[src/rtl/mem_port_arbiter.sv]
// Shared memory port arbiter: serves one fetch and one data requester over a
// single memory port. Data wins ties unless the fetch side has been passed
// over FAIR_LIMIT times in a row; a stalled access aborts after TIMEOUT cycles.
module mem_port_arbiter #(
    parameter int TIMEOUT    = 15,
    parameter int FAIR_LIMIT = 4
) (
    input  logic        clk,
    input  logic        rst,
    // fetch requester
    input  logic        if_req,
    input  logic [31:0] if_addr,
    output logic        if_valid,
    output logic [31:0] if_rdata,
    // data requester
    input  logic        d_req,
    input  logic        d_we,
    input  logic [31:0] d_addr,
    input  logic [31:0] d_wdata,
    output logic        d_valid,
    output logic [31:0] d_rdata,
    // shared memory
    output logic        mem_en,
    output logic        mem_we,
    output logic [31:0] mem_addr,
    output logic [31:0] mem_wdata,
    input  logic [31:0] mem_rdata,
    input  logic        mem_ready,
    // status
    output logic        stall_if,
    output logic        stall_mem,
    output logic        err
);

    localparam int WAIT_W = $clog2(TIMEOUT + 1);

    typedef enum logic [1:0] {
        IDLE   = 2'd0,
        IF_ACC = 2'd1,
        D_ACC  = 2'd2
    } state_t;

    state_t            state;
    state_t            state_next;
    logic [WAIT_W-1:0] wait_cnt;
    logic [2:0]        starve_cnt;
    logic              fetch_forced;
    logic              grant_d;
    logic              grant_if;
    logic              done;
    logic              timed_out;
    logic              finish;

    // The port is busy for exactly the cycles spent in an access state.
    assign mem_en    = (state != IDLE);
    assign finish    = done | timed_out;
    assign stall_if  = if_req & ~if_valid;
    assign stall_mem = d_req & ~d_valid;

    // Next-state and grant decisions. No grant is made while a completion
    // pulse is out, so the finishing requester can drop its request first.
    always_comb begin
        state_next   = state;
        grant_d      = 1'b0;
        grant_if     = 1'b0;
        done         = 1'b0;
        timed_out    = 1'b0;
        fetch_forced = (starve_cnt == 3'(FAIR_LIMIT)) && if_req;
        case (state)
            IDLE: begin
                if (!if_valid && !d_valid) begin
                    if (d_req && !fetch_forced) begin
                        grant_d    = 1'b1;
                        state_next = D_ACC;
                    end else if (if_req) begin
                        grant_if   = 1'b1;
                        state_next = IF_ACC;
                    end
                end
            end
            IF_ACC, D_ACC: begin
                if (mem_ready) begin
                    done       = 1'b1;
                    state_next = IDLE;
                end else if (wait_cnt == WAIT_W'(TIMEOUT - 1)) begin
                    timed_out  = 1'b1;
                    state_next = IDLE;
                end
            end
            default: state_next = IDLE;
        endcase
    end

    // FSM state register.
    always_ff @(posedge clk or negedge rst) begin
        if (!rst) state <= IDLE;
        else      state <= state_next;
    end

    // Wait counter per access and fetch starvation counter (saturating).
    always_ff @(posedge clk or negedge rst) begin
        if (!rst) begin
            wait_cnt   <= '0;
            starve_cnt <= '0;
        end else begin
            if (grant_d || grant_if)
                wait_cnt <= '0;
            else if (mem_en && !mem_ready)
                wait_cnt <= wait_cnt + WAIT_W'(1);

            if (grant_if)
                starve_cnt <= '0;
            else if (grant_d) begin
                if (!if_req)
                    starve_cnt <= '0;
                else if (starve_cnt < 3'(FAIR_LIMIT))
                    starve_cnt <= starve_cnt + 3'd1;
            end
        end
    end

    // Latch the granted request, then deliver the completion (or timeout) pulse.
    always_ff @(posedge clk or negedge rst) begin
        if (!rst) begin
            mem_we    <= 1'b0;
            mem_addr  <= '0;
            mem_wdata <= '0;
            if_valid  <= 1'b0;
            d_valid   <= 1'b0;
            err       <= 1'b0;
            if_rdata  <= '0;
            d_rdata   <= '0;
        end else begin
            if_valid <= 1'b0;
            d_valid  <= 1'b0;
            err      <= 1'b0;
            if (grant_d) begin
                mem_addr  <= d_addr;
                mem_wdata <= d_wdata;
                mem_we    <= d_we;
            end else if (grant_if) begin
                mem_addr  <= if_addr;
                mem_wdata <= '0;
                mem_we    <= 1'b0;
            end else if (finish) begin
                mem_we    <= 1'b0;
            end

            if (finish) begin
                err <= timed_out;
                if (state == IF_ACC) begin
                    if_valid <= 1'b1;
                    if_rdata <= timed_out ? 32'h0 : mem_rdata;
                end else begin
                    d_valid <= 1'b1;
                    if (!mem_we)
                        d_rdata <= timed_out ? 32'h0 : mem_rdata;
                end
            end
        end
    end

endmodule
[config.mk]
export PLATFORM = sky130hd
export DESIGN_NAME = mem_port_arbiter
export DESIGN_NICKNAME = d
export VERILOG_FILES = /design/src/rtl/mem_port_arbiter.sv
export SDC_FILE = /design/constraint.sdc
export NUM_CORES = 1
export LEC_CHECK = 0
export ABC_AREA = 1
export ABC_CLOCK_PERIOD_IN_PS = 1800
export CELL_PAD_IN_SITES_DETAIL_PLACEMENT = 1
export CELL_PAD_IN_SITES_GLOBAL_PLACEMENT = 1
export CORE_ASPECT_RATIO = 1.4
export CORE_UTILIZATION = 25
export CTS_CLUSTER_SIZE = 10
export DETAILED_ROUTE_END_ITERATION = 7
export HOLD_SLACK_MARGIN = 0.08
export MAX_ROUTING_LAYER = met4
export PLACE_DENSITY_LB_ADDON = 0.15
export SLEW_MARGIN = 20
export SYNTH_ARGS = -nofsm -noshare
export SYNTH_HDL_FRONTEND = slang
export SYNTH_SLANG_ARGS = --single-unit
[constraint.sdc]
create_clock -name clk -period 1.8 [get_ports clk]
set_input_delay 0.36 -clock clk [delete_from_list [all_inputs] [get_ports clk]]
set_output_delay 0.36 -clock clk [all_outputs]
set_load 0.005 [all_outputs]
==> results of run 1 <==
-- power by group --
group	leakage, nW	total (W)	switching, W	internal (W)
Sequential	1.78	0.00539	0.000781	0.00461
Combinational	2.66	0.00728	0.00319	0.00409
Clock	0.332	0.00404	0.00136	0.00268
Total	4.76	0.0167	0.00532	0.0114
-- final timing paths --
kind	from	endpoint	slack [ns]	cells after the start
worst max-delay path	state[1]	mem_en	0.07	4
worst min-delay path	rst	d_rdata[1]	0.36	2
worst max register to register	wait_cnt[0]	if_rdata[7]	0.21	10
worst min register to register	mem_addr[1]	mem_addr[1]	0.48	2
max in group asynchronous	rst	d_rdata[13]	0.88	3
min in group clk	mem_addr[1]	mem_addr[1]	0.48	2
-- area by class of cell --
type,instances,area [sq um]
Inverter,82,308
Multi-Input combinational cell,410,1970
Clock buffer,23,508
Fill cell,2748,13400
Sequential cell,141,3530
Timing Repair Buffer,305,3140
Clock inverter,9,179
Tap cell,306,383
-- worst max-delay path: stages, from the launching register on --
cell,delay [ns]
dfrtp_1,0.39
inv_2,0.09
ha_4,0.16
inv_1,0.06
dlygate4sd2_1,0.26
-- registers in the layout, indices dropped and copies added (netlist names), 2 cells and up --
name / count
mem_wdata: 32
mem_addr: 32
d_rdata: 32
wait_cnt: 4
starve_cnt: 3
if_rdata: 32
state: 2
-- placed cells by master, fill, tap and decap left out, types with 2 or more instances in the layout --
cell / n
clkdlybuf4s50_1: 264
inv_1: 79
clkbuf_8: 6
bufinv_16: 5
o21ai_2: 17
dfrtp_1: 139
nand4_1: 2
ha_1: 5
clkinvlp_4: 2
buf_4: 22
xor2_1: 2
o21ai_0: 136
buf_12: 14
dlygate4sd2_1: 3
a21oi_1: 4
dfrtp_2: 2
inv_2: 3
nand3_2: 2
nand2_2: 3
o21ai_1: 12
nor2_1: 8
clkbuf_16: 17
nand2_1: 207
nand3_1: 5
-- Yosys cell counts, types with 3 or more instances --
library cell / instances / share of area [%]
a21oi_1: 4 / 0.33
buf_2: 17 / 1.4
buf_4: 3 / 0.37
buf_6: 7 / 1.3
clkbuf_1: 4 / 0.25
clkbuf_2: 6 / 0.50
dfrtp_1: 141 / 59
ha_1: 6 / 1.2
inv_1: 81 / 5.0
nand2_1: 207 / 13
nand2_2: 3 / 0.31
nand3_1: 5 / 0.42
nor2_1: 8 / 0.50
o21ai_0: 139 / 12
o21ai_1: 9 / 0.75
o21ai_2: 17 / 2.5
-- per-stage QoR --
stage | setup TNS [ns] | std cells
after floorplan | 0 | 670
after global placement | -0.556 | 1239
after detailed placement | -1.75 | 1239
after CTS | 0 | 1274
after global routing | -0.00661 | 1276
final | 0 | 1276
-- what timing repair did --
action	4_1_cts	5_1_grt
endpoints found under the hold margin	120	0
setup endpoints to repair	5	12
setup buffers	2	2
resized for setup	9	3
hold buffers	1	0
pin swaps	0	1
-- logic make-up (layout without fill, tap and decap cells) --
logic type / after synthesis / count (layout) / share of synthesized area (%)
flops: 141 / 141 / 58.6
simple gates: 231 / 231 / 15.5
xor+xnor: 2 / 2 / 0.291
fa+ha+maj: 6 / 6 / 1.25
buf+inv: 119 / 419 / 8.96
compound gates: 171 / 171 / 15.4
-- per-layer routing --
metal,up-vias,routed length [microns],track usage (%),part of all wire (%)
met5,-,0,-,0
met4,0,193,4.91,1.0
met3,15,1540,6.02,8.2
met2,199,9030,26.9,48
met1,2530,8070,19.0,43
li1,2686,-,-,-
==> results.py, run 1 <==
metrics = {
    "status": {
        "run_status": "finished, final reports clean",
    },
    "die": {
        "die_w_microns": 133,
        "die_area_sq_um": 24700,
        "core-area_sq_um": 23500,
        "io_pins": 269,
        "start_util_pct": 25.7,
        "die_h_microns": 186,
        "fp-row-count": 66,
    },
    "placed_design": {
        "placed_area_sq_um": 9280,
        "gp_congestion": 0.738,
        "dp_hpwl_microns": 14100,
        "dp_slack_ns": -0.103,
        "port-buffer-count": 268,
    },
    "route": {
        "drc_errors": 0,
        "drtPass1Iterations": 4,
        "wl_microns": 18800,
        "final_antenna_net_count": 0,
        "via_count": 5430,
        "wl_per_cell_microns": 14.8,
        "drt_iter0_drc": 98,
        "viasPerCell": 4.26,
    },
    "power_and_ir_drop": {
        "ir_worst_vdd_v": 0.000664,
        "p_leak_nw": 4.76,
        "power.total_w": 0.0167,
        "powerDensity_nw_per_um2": 1670,
    },
    "clocking": {
        "path_clk_slew_ns": 0.06,
        "htreeDepth": 4,
        "clock_insertion_delay_worst_skew_ns": 0.42,
        "numCtsBuffers": 17,
        "clock-root-buffer": "clkbuf_16",
        "cts.path.max_buffers": 2,
        "cts.sinks": 141,
        "cts_tree": "built",
    },
    "global_routing": {
        "grt_pass1_wl_microns": 30400,
        "antenna_found_initial": 0,
        "grt_pass1_vias": 5719,
        "overflow": 0,
        "grt_max_degree": 52,
        "grtUsageTotal_pct": 16.5,
    },
    "cells_and_area": {
        "final_area_sq_um": 10000,
        "area_delta_synth_final_pct": 66.4,
        "fin_util_pct": 42.7,
        "fin_nets": 1097,
        "antenna_cells": 0,
        "drive_above_1_share_pct": 10.4,
    },
    "yosys": {
        "yosysUniqueCellTypes": 26,
        "synth-edff-count": 0,
        "synth_area_per_cell_sq_um": 8.99,
        "ys_warn_count": 0,
        "synth_nets": 810,
        "ys_dominant_reg_cell": "dfrtp_1",
        "netlist_instances": 670,
        "synth_area_sq_um": 6020,
        "synthArstFlopShare_pct": 100,
        "synth-seq-area-share_pct": 58.6,
        "synth.ff_latch_count": 141,
    },
    "sta": {
        "holdWs_ns": 0.363,
        "worstMarginPinSlew_ns": 0.279,
        "setup_slack_ns": 0.0704,
        "drv_slew": 0,
        "hold_violations": 0,
        "slew_headroom_pct": 81.4,
        "finalCriticalPeriod_ns": 1.73,
        "fmax_ghz": 0.578,
        "post-route-period-util_pct": 96.1,
        "setup_violations": 0,
        "finClkSkew_ns": 0.00981,
    },
    "critical_path": {
        "critPathArrivalTime_ns": 1.37,
        "worstSetupPathType": "reg2out",
        "crit_path_start_kind": "register",
        "crit_fanout": 4,
        "cp.required_ns": 1.44,
        "cp-end-kind": "primary output",
    },
    "worst_hold_path": {
        "min_path_type": "in2async",
    },
    "run": {
        "drv_cap": 0,
    },
}
Note: power is estimated with default switching activity, not from simulation.
==> inputs of run 2 (changes only) <==
--- a/config.mk
+++ b/config.mk
@@ -16,6 +16,7 @@
 export HOLD_SLACK_MARGIN = 0.08
 export MAX_ROUTING_LAYER = met4
 export PLACE_DENSITY_LB_ADDON = 0.15
+export REMOVE_ABC_BUFFERS = 1
 export SLEW_MARGIN = 20
 export SYNTH_ARGS = -nofsm -noshare
 export SYNTH_HDL_FRONTEND = slang
==> run 2 against run 1 <==
Power shrank 2.8%. Cell count rose by 0.63%. Largest power group unchanged. Highest routed layer unchanged. Die area unchanged. Worst hold slack better by 0.057 ns. Critical path type unchanged. Global-route usage decreased by 0.37 points.
==> results.py, run 2 (synthesis gave the netlist of run 1 again) <==
metrics = {
    "worst_hold_path": {
        "min_path_type": "in2async",
    },
    "placed_design": {
        "port-buffer-count": 268,
        "gp_congestion": 0.755,
        "placed_area_sq_um": 9300,
        "dp_hpwl_microns": 13900,
        "dp_slack_ns": -0.109,
    },
    "sta": {
        "setup_violations": 0,
        "setup_slack_ns": 0.0548,
        "hold_violations": 0,
        "finClkSkew_ns": 0.0130,
        "fmax_ghz": 0.573,
        "finalCriticalPeriod_ns": 1.75,
        "drv_slew": 0,
        "post-route-period-util_pct": 97.0,
        "worstMarginPinSlew_ns": 0.346,
        "slew_headroom_pct": 76.9,
    },
    "status": {
        "run_status": "finished, final reports clean",
    },
    "cells_and_area": {
        "fin_nets": 1102,
        "final_area_sq_um": 9950,
        "most-common-layout-cells": "263 x clkdlybuf4s50_1, 207 x nand2_1, 139 x o21ai_0, 139 x dfrtp_1, 79 x inv_1",
        "area_delta_synth_final_pct": 65.3,
        "drive_above_1_share_pct": 10.9,
        "final_common_cell": "clkdlybuf4s50_1",
    },
    "critical_path": {
        "crit_fanout": 3,
        "cp.required_ns": 1.44,
        "critPathArrivalTime_ns": 1.39,
        "worstSetupPathType": "reg2out",
        "cp-end-kind": "primary output",
        "crit_path_start_kind": "register",
    },
    "global_routing": {
        "overflow": 0,
        "antenna_found_initial": 2,
        "grt_pass1_vias": 5659,
        "grt_pass1_wl_microns": 29900,
        "grtUsageTotal_pct": 16.1,
        "grt_max_degree": 57,
    },
    "power_and_ir_drop": {
        "combPwrFrac_pct": 45.3,
        "clkPwrFrac_pct": 21.6,
        "powerDensity_nw_per_um2": 1630,
        "p_sw_w": 0.00550,
        "ir_worst_vdd_v": 0.000685,
        "internal_power_w": 0.0107,
        "p_leak_nw": 4.74,
        "swShare_pct": 33.8,
        "power_frac_seq_pct": 33.2,
    },
    "route": {
        "drc_errors": 0,
        "final_antenna_net_count": 0,
        "viasPerCell": 4.26,
        "via_count": 5474,
        "wl_per_cell_microns": 14.7,
        "drt_iter0_drc": 228,
        "drtPass1Iterations": 4,
        "wl_microns": 18900,
    },
    "die": {
        "die_h_microns": 186,
        "core-area_sq_um": 23500,
        "die_area_sq_um": 24700,
        "fp-row-count": 66,
        "io_pins": 269,
        "die_w_microns": 133,
        "start_util_pct": 25.7,
    },
    "clocking": {
        "clock_insertion_delay_worst_skew_ns": 0.42,
        "numCtsBuffers": 17,
        "cts.sinks": 141,
        "cts.path.max_buffers": 2,
        "clock-root-buffer": "clkbuf_16",
        "cts_tree": "built",
        "path_clk_slew_ns": 0.07,
        "htreeDepth": 4,
    },
    "run": {
        "drv_cap": 0,
    },
}
==> run 2: changes by cell type in the layout (fill, tap and decap cells not counted), sizes merged <==
cell,previous run,this run
dlygate4sd2,3,4
bufinv,5,1
clkdlybuf4s50,264,263
clkinvlp,2,1
buf,37,42
inv,82,91
clkinv,2,4
clkbuf,23,17
diode,0,3
==> run 2: timing repair <==
action	CTS	global route
gates resized for setup	9	1
hold buffers	1	0
gates cloned	0	0
setup buffers	4	3
endpoints found under the hold margin	29	0
setup endpoints to repair	4	2
pin swaps	0	1
==> run 2: area by class of cell <==
cell class,instances,area (sq um)
repair buffers,310,3170
fillers,2748,13500
clock buffers,17,425
inverters,82,308
diodes,3,7.51
well taps,306,383
clock inverters,15,153
multi-input cells,410,1970
flip-flops and latches,141,3530
==> run 2: power groups by stage <==
stage          Combinational, W  Sequential, W  Clock, W
2_1_floorplan           0.00250        0.00550         0
3_3_place_gp            0.00730        0.00541         0
3_5_place_dp            0.00739        0.00545         0
4_1_cts                 0.00751        0.00541   0.00365
5_1_grt                 0.00822        0.00560   0.00378
6_report                0.00735        0.00539   0.00350
==> run 2: per-layer routing <==
metal | share of wire (%) | wire, microns | track usage, % | vias up
met5 | 0 | 0 | - | -
met4 | 2.2 | 410 | 5.86 | 0
met3 | 6.2 | 1160 | 4.55 | 20
met2 | 50 | 9500 | 27.0 | 188
met1 | 41 | 7780 | 18.5 | 2556
li1 | - | - | - | 2710
==> run 2: per-stage QoR <==
stage	utilization, %	TNS (ns)	std cells	power, W	hold slack, ns
final	42.4	0	1284	0.0162	0.420
after global routing	42.4	-0.00401	1284	0.0176	0.435
after CTS	42.3	-0.00436	1278	0.0166	0.402
after detailed placement	39.6	-1.35	1241	0.0128	0.279
after global placement	39.6	-0.655	1241	0.0127	0.285
after floorplan	-	-57.67	633	0.00800	0.0644
==> run 2: final timing paths <==
kind / slack [ns] / endpoint / depth (start not counted) / start
hold / removal: 0.42 / if_rdata[29] / 2 / rst
hold reg to reg: 0.48 / if_rdata[29] / 2 / if_rdata[29]
max in group asynchronous: 0.82 / mem_wdata[16] / 3 / rst
setup / recovery: 0.05 / if_valid / 2 / if_valid
setup reg to reg: 0.16 / if_rdata[6] / 9 / wait_cnt[0]
min in group clk: 0.48 / if_rdata[29] / 2 / if_rdata[29]
==> run 2: worst max-delay path, stage by stage, from the launching register on <==
cell,delay [ns]
dfrtp_2,0.41
buf_4,0.13
clkdlybuf4s50_1,0.43
